--- src/rtl/binary_to_bcd_seq_ctrl_if.sv ---
//==============================================================================
// Module      : binary_to_bcd_seq_ctrl_if
// Description : Producer-side and consumer-side handshakes of the BCD converter.
//               Optional macro: BCD_LZ_BLANK_EN adds the out_blank field.
// Revision    : 1.0
//==============================================================================
`default_nettype none

interface binary_to_bcd_seq_ctrl_if #(
   parameter int BIN_W  = 8,
   parameter int DIGITS = 3
);
   logic                  in_valid;
   logic                  in_ready;
   logic [BIN_W-1:0]      in_binary;
   logic                  out_valid;
   logic                  out_ready;
   logic [4*DIGITS-1:0]   out_bcd;
   logic                  out_ovf;
`ifdef BCD_LZ_BLANK_EN
   logic [DIGITS-1:0]     out_blank;

   modport master (
      output in_valid, in_binary, out_ready,
      input  in_ready, out_valid, out_bcd, out_ovf, out_blank
   );
   modport slave (
      input  in_valid, in_binary, out_ready,
      output in_ready, out_valid, out_bcd, out_ovf, out_blank
   );
`else
   modport master (
      output in_valid, in_binary, out_ready,
      input  in_ready, out_valid, out_bcd, out_ovf
   );
   modport slave (
      input  in_valid, in_binary, out_ready,
      output in_ready, out_valid, out_bcd, out_ovf
   );
`endif
endinterface

`default_nettype wire

--- src/rtl/binary_to_bcd_seq_ctrl.sv ---
//==============================================================================
// Module      : binary_to_bcd_seq_ctrl
// Description : Sequential double-dabble binary-to-BCD converter, one bit per clock.
//               Optional macro: BCD_LZ_BLANK_EN enables leading-zero blanking flags.
// Revision    : 1.0
//==============================================================================
`default_nettype none

module binary_to_bcd_seq_ctrl #(
   parameter int BIN_W  = 8,
   parameter int DIGITS = 3
) (
   input  wire logic                 clk,
   input  wire logic                 reset_n,
   binary_to_bcd_seq_ctrl_if.slave   bus
);

   localparam int c_bcd_w = 4 * DIGITS;
   localparam int c_reg_w = c_bcd_w + BIN_W;
   localparam int c_cnt_w = $clog2(BIN_W + 1);
   localparam logic [c_cnt_w-1:0] c_cnt_one  = c_cnt_w'(1);
   localparam logic [c_cnt_w-1:0] c_cnt_load = c_cnt_w'(BIN_W);

   typedef enum logic [1:0] {
      ST_IDLE  = 2'd0,
      ST_SHIFT = 2'd1,
      ST_DONE  = 2'd2
   } state_t;

   state_t               state_q,     state_d;
   logic [c_reg_w-1:0]   sr_q,        sr_d;
   logic [c_cnt_w-1:0]   cnt_q,       cnt_d;
   logic                 ovf_q,       ovf_d;
   logic                 in_ready_q,  in_ready_d;
   logic                 out_valid_q, out_valid_d;
   logic [c_bcd_w-1:0]   out_bcd_q,   out_bcd_d;
   logic                 out_ovf_q,   out_ovf_d;

   logic [c_reg_w-1:0]   w_adj;
   logic [c_reg_w-1:0]   w_shifted;
   logic                 w_fin_ovf;
   logic [c_bcd_w-1:0]   w_fin_bcd;

`ifdef BCD_LZ_BLANK_EN
   logic [DIGITS-1:0]    out_blank_q, out_blank_d;
   logic [DIGITS-1:0]    w_blank;
   logic                 w_zero_above;
`endif

   // Adjust-then-shift datapath; digits occupy the register bits above the binary field
   always_comb begin
      w_adj = sr_q;
      for (int i = 0; i < DIGITS; i++) begin
         if (sr_q[BIN_W+4*i +: 4] >= 4'd5)
            w_adj[BIN_W+4*i +: 4] = sr_q[BIN_W+4*i +: 4] + 4'd3;
      end
      w_shifted = {w_adj[c_reg_w-2:0], 1'b0};
      w_fin_ovf = ovf_q | w_adj[c_reg_w-1];
      w_fin_bcd = w_shifted[c_reg_w-1 -: c_bcd_w];
   end

`ifdef BCD_LZ_BLANK_EN
   // Digit 0 is never blanked so that zero still shows one digit
   always_comb begin
      w_blank      = '0;
      w_zero_above = 1'b1;
      for (int i = DIGITS - 1; i >= 1; i--) begin
         w_zero_above = w_zero_above & (w_fin_bcd[4*i +: 4] == 4'd0);
         w_blank[i]   = w_zero_above;
      end
      if (w_fin_ovf)
         w_blank = '0;
   end
`endif

   always_comb begin
      state_d     = state_q;
      sr_d        = sr_q;
      cnt_d       = cnt_q;
      ovf_d       = ovf_q;
      in_ready_d  = in_ready_q;
      out_valid_d = out_valid_q;
      out_bcd_d   = out_bcd_q;
      out_ovf_d   = out_ovf_q;
`ifdef BCD_LZ_BLANK_EN
      out_blank_d = out_blank_q;
`endif
      case (state_q)
         ST_IDLE: begin
            if (bus.in_valid) begin
               sr_d       = {{c_bcd_w{1'b0}}, bus.in_binary};
               cnt_d      = c_cnt_load;
               ovf_d      = 1'b0;
               in_ready_d = 1'b0;
               state_d    = ST_SHIFT;
            end
         end
         ST_SHIFT: begin
            sr_d  = w_shifted;
            ovf_d = w_fin_ovf;
            cnt_d = cnt_q - c_cnt_one;
            if (cnt_q == c_cnt_one) begin
               state_d     = ST_DONE;
               out_valid_d = 1'b1;
               out_bcd_d   = w_fin_bcd;
               out_ovf_d   = w_fin_ovf;
`ifdef BCD_LZ_BLANK_EN
               out_blank_d = w_blank;
`endif
            end
         end
         ST_DONE: begin
            if (bus.out_ready) begin
               state_d     = ST_IDLE;
               out_valid_d = 1'b0;
               in_ready_d  = 1'b1;
            end
         end
         default: begin
            state_d     = ST_IDLE;
            in_ready_d  = 1'b1;
            out_valid_d = 1'b0;
         end
      endcase
   end

   always_ff @(posedge clk or negedge reset_n) begin
      if (!reset_n) begin
         state_q     <= ST_IDLE;
         sr_q        <= '0;
         cnt_q       <= '0;
         ovf_q       <= 1'b0;
         in_ready_q  <= 1'b1;
         out_valid_q <= 1'b0;
         out_bcd_q   <= '0;
         out_ovf_q   <= 1'b0;
`ifdef BCD_LZ_BLANK_EN
         out_blank_q <= '0;
`endif
      end else begin
         state_q     <= state_d;
         sr_q        <= sr_d;
         cnt_q       <= cnt_d;
         ovf_q       <= ovf_d;
         in_ready_q  <= in_ready_d;
         out_valid_q <= out_valid_d;
         out_bcd_q   <= out_bcd_d;
         out_ovf_q   <= out_ovf_d;
`ifdef BCD_LZ_BLANK_EN
         out_blank_q <= out_blank_d;
`endif
      end
   end

   assign bus.in_ready  = in_ready_q;
   assign bus.out_valid = out_valid_q;
   assign bus.out_bcd   = out_bcd_q;
   assign bus.out_ovf   = out_ovf_q;
`ifdef BCD_LZ_BLANK_EN
   assign bus.out_blank = out_blank_q;
`endif

endmodule

`default_nettype wire
--- src/flat_wrapper.sv ---
// flat-port wrapper written by rule: the top's interface ports become plain ports
module binary_to_bcd_seq_ctrl_flat 
#(
   parameter int BIN_W  = 8,
   parameter int DIGITS = 3
)
  (clk, reset_n, bus_in_valid, bus_in_binary, bus_out_ready, bus_in_ready, bus_out_valid, bus_out_bcd, bus_out_ovf);
  binary_to_bcd_seq_ctrl_if #(.BIN_W(BIN_W), .DIGITS(DIGITS)) bus_i ();
  input  wire logic clk;
  input  wire logic reset_n;
  input wire logic [$bits(bus_i.in_valid)-1:0] bus_in_valid;
  input wire logic [$bits(bus_i.in_binary)-1:0] bus_in_binary;
  input wire logic [$bits(bus_i.out_ready)-1:0] bus_out_ready;
  output wire logic [$bits(bus_i.in_ready)-1:0] bus_in_ready;
  output wire logic [$bits(bus_i.out_valid)-1:0] bus_out_valid;
  output wire logic [$bits(bus_i.out_bcd)-1:0] bus_out_bcd;
  output wire logic [$bits(bus_i.out_ovf)-1:0] bus_out_ovf;
  assign bus_i.in_valid = bus_in_valid;
  assign bus_i.in_binary = bus_in_binary;
  assign bus_i.out_ready = bus_out_ready;
  assign bus_in_ready = bus_i.in_ready;
  assign bus_out_valid = bus_i.out_valid;
  assign bus_out_bcd = bus_i.out_bcd;
  assign bus_out_ovf = bus_i.out_ovf;
  binary_to_bcd_seq_ctrl #(.BIN_W(BIN_W), .DIGITS(DIGITS)) u_core (.clk(clk), .reset_n(reset_n), .bus(bus_i));
endmodule
--- config.mk ---
export PLATFORM = sky130hd
export DESIGN_NAME = binary_to_bcd_seq_ctrl_flat
export DESIGN_NICKNAME = d
export VERILOG_FILES = /design/src/rtl/binary_to_bcd_seq_ctrl_if.sv /design/src/rtl/binary_to_bcd_seq_ctrl.sv /design/src/flat_wrapper.sv
export SDC_FILE = /design/constraint.sdc
export NUM_CORES = 1
export LEC_CHECK = 0
export CAP_MARGIN = 10
export CELL_PAD_IN_SITES_DETAIL_PLACEMENT = 2
export CELL_PAD_IN_SITES_GLOBAL_PLACEMENT = 2
export CORE_ASPECT_RATIO = 1.4
export CORE_UTILIZATION = 31
export CTS_CLUSTER_SIZE = 28
export DETAILED_ROUTE_END_ITERATION = 7
export GPL_TIMING_DRIVEN = 0
export MAX_ROUTING_LAYER = met4
export PLACE_DENSITY_LB_ADDON = 0.1
export SYNTH_ARGS = -nofsm -noshare
export SYNTH_HDL_FRONTEND = slang
export SYNTH_SLANG_ARGS = --single-unit
--- constraint.sdc ---
create_clock -name clk -period 1.5 [get_ports clk]
set_clock_uncertainty 0.1 [all_clocks]
set_input_delay 0.225 -clock clk [delete_from_list [all_inputs] [get_ports clk]]
set_output_delay 0.225 -clock clk [all_outputs]
set_load 0.1 [all_outputs]
==> impl_results.md, run 1 <==
* Status: finished with violations
* Violated checks: setup timing
* Finish-stage setup viols at 16
* Reg area at 1057 um2
* Vias at 1,700
* Number of library cell types mapped by synthesis at 28
* Worst slack, placed at -0.5690 ns
* Post-route minimum period at 1.644 ns
* CP Class: reg2reg
* Slew HR at about 67%
* Top-area cell type share of the netlist area at roughly half
* Max-Cap Viols at 0
* Initial antenna violation count at 0
* Flop and latch count out of synthesis at 42
* IO Pins at 27
* Max Slew Vio Count at 0
* DP HPWL at just over 4000 um
* Root Buffer: clkbuf_8
* # rows at 34
* Worst-Skew Late Latency at just over 0.3 ns
* Unrepaired setup endpoints after global routing: true
* Dpl cells at 295
* Die X at between 70 and 80 um
* Post-Layout Cell Count at around 330
* Vias/cell at roughly 5.2
* Synth Instances at roughly 200
* Drt wl/cell at a little under 20 um
* Fillers at 640
* DRC viols at 0
* Max Root-Sink Buffers at 2
* Initial Util at between 30% and 40%
* IO buf count at 26
* # clock sinks at 42
* Post-synth EDFFs at 0
* DRT iter0 DRCs at 30
* Worst Path Arrival at 1.73 ns
* FFs w/ async S/R, synth at between 90% and 100%
* Reg clk slew, reported paths at about 0.09 ns
* Largest net degree at the start of global routing at 29
* Syn_area_per_cell at 10.35 um2
* Inserted Diodes at 0
* Utilization after layout at between 40% and 50%
* Reg2reg end: u_core.bus.out_bcd[0]
* Final Wtd Congestion at 0.7441
* Initial DRT Pass Iterations at 3
* Flop2flop setup slack at -0.14 ns
* Cell taking the most area after synthesis: dfrtp_1
* Critical Path Start Type: register
* Overflow after GRT at 0
* Total GRT Usage at 20.06%
* Fmax at ~0.61 GHz
* Crit share post-route at 109.6%
* Actual slew at the worst max-slew pin at just under 0.5 ns
* Fin nets at between 200 and 300
* Main synth FF type: dfrtp_1
* Vias in the first global route at around 1,900
* Fin Hold WS at about 0.27 ns
* Sequential fraction of the synthesis area at about half
* Core Region at 6254 um2
* R2R Path Start: u_core.cnt_q[1]
* Count of final hold-check violations at 0
* Die ar. at roughly 6900 um2
* Num CTS Buffers at 5
* R2R cell count at 6
* CTS tree: yes
* Cell Area, Synth at ~2000 um2
* Ranking of synthesized cells by area: dfrtp_1 (51%), o21ai_0 (6.4%), mux2_4 (5.2%), ha_1 (4.9%), a21oi_1 (4.4%)
* Hold crit path type: in2async
* Critical path origin: u_core.cnt_q[1]
* Area Overhead vs Synth at 45.07%
* Fraction of layout cells with a size suffix above 1 at 44.27%
* Crit Path Max Fanout at 10
* Die height at 97.74 um
* First-pass GRT wire length at between 10,000 and 15,000 um
* Nature of the critical path endpoint: register
* Worst path required time at approximately 1.6 ns
* Post-route setup slack at -0.1442 ns
* Final WL at approximately 6300 um
* H-Tree Depth at 2
* Antenna viol nets, final at 0
* Area of the multi-input gates at roughly 1100 um2
* Total nets after synthesis at between 200 and 250
* Syn. warnings at 0
==> synth_stat cells, types with 4 or more instances <==
cell      count
dfrtp_1      41
o21ai_0      26
a21oi_1      18
nand2_1      18
inv_1        10
nor3b_1      10
a22o_1        8
ha_1          8
nor2_1        8
mux2_4        7
clkbuf_1      5
nor3_1        5
a31oi_1       4
mux2i_1       4
nand2b_1      4
==> metal layers <==
layer,wire (um),global-route usage [%],vias up
met4,65,6.000,0
met3,154,3.406,6
met2,3621,38.02,25
li1,-,-,796
met1,2457,20.55,873
met5,0,-,-
==> flip-flops by register name, indices dropped and copies added, names as in the netlist <==
| signal | flops |
|---|---|
| u_core.bus.in_ready | 1 |
| u_core.bus.out_bcd | 12 |
| u_core.bus.out_ovf | 1 |
| u_core.bus.out_valid | 1 |
| u_core.cnt_q | 4 |
| u_core.ovf_q | 1 |
| u_core.sr_q | 20 |
| u_core.state_q | 2 |
==> stage by stage <==
| stage | TNS [ns] | area, um2 |
|---|---|---|
| floorplan | -0.5584 | 2032 |
| global placement | -59.95 | 2382 |
| detailed placement | -17.63 | 2397 |
| CTS | -1.773 | 2799 |
| global route | -2.739 | 2944 |
| finish | -1.355 | 2944 |
==> cell usage in the layout (no fill, tap or decap), drive strengths merged <==
master and n:
buf 40, clkbuf 13, nand3 1, clkinv 1, nand2 18, dfstp 1
nor2 8, a21o 1, inv 10, bufinv 2, and2 1, xnor2 3
dfrtp 41, nor3b 10, ha 8, o21ai 27, mux2 7, or3b 3
dlygate4sd3 1, nor3 5, nor2b 2, a21oi 18, clkdlybuf4s50 10, mux2i 4
and4bb 1, a31oi 4, a22o 8, and3 1, nand2b 4
==> cell families after synthesis <==
kind of cell	after synthesis	share of synthesized area, %
flip-flops	42	51.85
adder cells (fa/ha/maj)	8	4.932
XOR/XNOR	3	1.295
AND/OR/NAND/NOR	54	14.36
multiplexers	11	7.152
buffers and inverters	20	4.254
AO/OA/AOI/OAI	58	16.15
==> worst max path at each step <==
| stage | endpoint | slack, ns |
|---|---|---|
| detailed placement | u_core.sr_q[15] | -0.57 |
| finish | u_core.bus.out_bcd[0] | -0.14 |
| global route | u_core.bus.out_bcd[0] | -0.21 |
| floorplan | u_core.bus.out_bcd[0] | -0.08 |
| global placement | u_core.sr_q[5] | -1.06 |
| CTS | u_core.bus.out_bcd[0] | -0.16 |
==> worst max-delay path, cell delays in order, from the launching register on <==
cell and delay (ns):
dfrtp_1 0.41, inv_2 0.09, ha_4 0.12, and4bb_1 0.21, and2_4 0.17, buf_12 0.14, mux2_4 0.30
==> timing repair <==
action | 4_1_cts | 5_1_grt
gates cloned | 1 | 0
hold buffers | 1 | 0
setup buffers | 15 | 5
setup endpoints to repair | 54 | 34
endpoints found under the hold margin | 13 | 0
resized for setup | 127 | 35
pin swaps | 12 | 6
==> area by class of cell <==
class | count | share of cell area (%)
well taps | 72 | 3.060
clock buffers | 6 | 2.805
repair buffers | 49 | 13.56
multi-input cells | 134 | 38.46
plain buffers | 9 | 2.635
inverters | 11 | 1.530
flip-flops and latches | 42 | 35.91
clock inverters | 2 | 2.040
Power of run 1 is not shown: default switching activity piles up to over one toggle a cycle in this logic, so the estimate is an artifact.
==> run 2, diff against run 1 <==
--- a/config.mk
+++ b/config.mk
@@ -5,7 +5,7 @@
 export SDC_FILE = /design/constraint.sdc
 export NUM_CORES = 1
 export LEC_CHECK = 0
-export CAP_MARGIN = 10
+export CAP_MARGIN = 20
 export CELL_PAD_IN_SITES_DETAIL_PLACEMENT = 2
 export CELL_PAD_IN_SITES_GLOBAL_PLACEMENT = 2
 export CORE_ASPECT_RATIO = 1.4
==> constraint.sdc (replaced) <==
create_clock -name clk -period 1.5 [get_ports clk]
set_clock_uncertainty 0.1 [all_clocks]
set_input_delay 0.3 -clock clk [delete_from_list [all_inputs] [get_ports clk]]
set_output_delay 0.3 -clock clk [all_outputs]
set_load 0.1 [all_outputs]
==> impl_results.md, run 2 (synthesis results as in run 1) <==
* Status: finished with violations
* Violated checks: setup timing
* Hold crit path type: in2async
* Crit share post-route at 112.4% (+2.8 points)
* DP HPWL at 4026 um (unchanged)
* Inserted Diodes at 0 (unchanged)
* Largest net degree at the start of global routing at 29 (unchanged)
* Num CTS Buffers at 5 (unchanged)
* Max Slew Vio Count at 0 (unchanged)
* Fraction of layout cells with a size suffix above 1 at 43.53% (-0.74 points)
* Vias/cell at 5.248 (+0.32%)
* Flop2flop setup slack at -0.19 ns (-0.04 ns)
* Crit Path Max Fanout at 10 (unchanged)
* H-Tree Depth at 2 (unchanged)
* Vias in the first global route at 1,930 (-0.36%)
* IO buf count at 26 (unchanged)
* Antenna viol nets, final at 0 (unchanged)
* Worst-Skew Late Latency at 0.31 ns (about the same)
* Cell Chain, Critical Path: inv_2 > ha_4 > and4bb_1 > and2_4 > buf_12 > mux2_4
* Worst Path Arrival at 1.78 ns (+0.05 ns)
* Fin nets at 274 (+0.74%)
* Final Wtd Congestion at 0.7441 (unchanged)
* Largest register by flop count: u_core.sr_q
* Area Overhead vs Synth at 47.41%
* # clock sinks at 42 (unchanged)
* IO Pins at 27 (unchanged)
* Most frequent cells in the layout: dfrtp_1 (38), buf_4 (32), o21ai_0 (20)
* Reg clk slew, reported paths at 0.09 ns (about the same)
* Initial antenna violation count at 0 (unchanged)
* Drt wl/cell at 19.07 um (-1.6%)
* Finish-stage setup viols at 17 (+1)
* DRT iter0 DRCs at 18 (-40%)
* Count of final hold-check violations at 0 (unchanged)
* Fmax at 0.5932 GHz (-2.5%)
* Max Root-Sink Buffers at 2 (unchanged)
* Die height at 97.74 um (unchanged)
* Family with the most delay on the worst path: simple AND/OR/NAND/NOR gates
* Utilization after layout at 47.84% (+0.76 points)
* Die X at 70.38 um (unchanged)
* R2R cell count at 6 (unchanged)
* Worst path required time at 1.59 ns (about the same)
* Post-route setup slack at -0.1857 ns (-0.04148 ns)
* Core Region at 6254 um2 (unchanged)
* Critical Path Start Type: register
* Final WL at 6235 um (-1.0%)
* Nature of the critical path endpoint: register
* Reg2reg end: u_core.bus.out_bcd[0]
* DRC viols at 0 (unchanged)
* CP Class: reg2reg
* Unrepaired setup endpoints after global routing: true
* CTS tree: yes
* Buf/Inv on CP at 2 (unchanged)
* Flip-flop count of the largest register after layout at 20 (unchanged)
* Vias at 1,716 (+0.94%)
* Initial Util at 32.45% (unchanged)
* Total GRT Usage at 19.95% (-0.11 points)
* R2R Path Start: u_core.cnt_q[1]
* # rows at 34 (unchanged)
* Crit path max-delay cell type: dfrtp_1
* Actual slew at the worst max-slew pin at 0.5110 ns (+0.01627 ns)
* First-pass GRT wire length at 10,220 um (-0.21%)
* Max stage delay on crit path at 0.40 ns (about the same)
* Overflow after GRT at 0 (unchanged)
* Max-Cap Viols at 0 (unchanged)
* Initial DRT Pass Iterations at 4 (+1)
* Slew HR at 65.93% (-1.3 points)
* Leading cell type in the layout, fill and taps excluded: dfrtp_1
* Die ar. at 6879 um2 (unchanged)
* Root Buffer: clkbuf_8
* Post-route minimum period at 1.686 ns (+0.04148 ns)
run 2: changes by cell type in the layout (fill, tap and decap cells not counted), sizes merged:
cell	change
buf	+3
clkbuf	-1
run 2: worst max path at each step:
stage                                from               endpoint  slack [ns]  cells past startpoint
after detailed placement     bus_in_valid        u_core.sr_q[15]       -0.64                      5
final                     u_core.cnt_q[1]  u_core.bus.out_bcd[0]       -0.19                      6
after global placement            reset_n         u_core.sr_q[5]       -1.14                      1
after CTS                 u_core.cnt_q[1]  u_core.bus.out_bcd[0]       -0.17                      6
after global routing      u_core.cnt_q[1]  u_core.bus.out_bcd[0]       -0.26                      6
after floorplan           u_core.cnt_q[0]  u_core.bus.out_bcd[0]       -0.08                      5
run 2: layout make-up:
class	instances	area, um2
plain buffers	9	72.57
clock inverters	2	60.06
inverters	11	42.54
well taps	72	90.09
fillers	641	3262
repair buffers	51	451.7
flip-flops and latches	42	1056
clock buffers	6	82.58
multi-input cells	134	1136
run 2: what timing repair did:
item                                    CTS  global route
gates resized for setup                 143            28
endpoints found under the setup margin   54            40
gates cloned                              1             0
hold buffers                              1             0
pin swaps                                12             6
endpoints found under the hold margin    13             0
setup buffers                            15             7
run 2: stage by stage:
stage	setup TNS, ns	area (um2)	cells	setup slack (ns)	hold slack [ns]
3_5_place_dp	-20.55	2397	295	-0.6440	0.1470
2_1_floorplan	-0.5584	2032	196	-0.07977	-0.09559
6_report	-2.004	2992	327	-0.1857	0.3439
5_1_grt	-3.825	2992	327	-0.2638	0.3879
4_1_cts	-1.681	2853	320	-0.1681	0.3608
3_3_place_gp	-66.14	2382	294	-1.139	0.3670
run 2: routing by layer:
layer  up-vias  track usage (%)  share of wire, %
met5         -                -                 0
met4         0            6.769               1.4
met3         8            3.302               2.3
met2        26            37.14                58
met1       884            20.75                39
li1        798                -                 -
Power of run 2 is left out for the same reason.
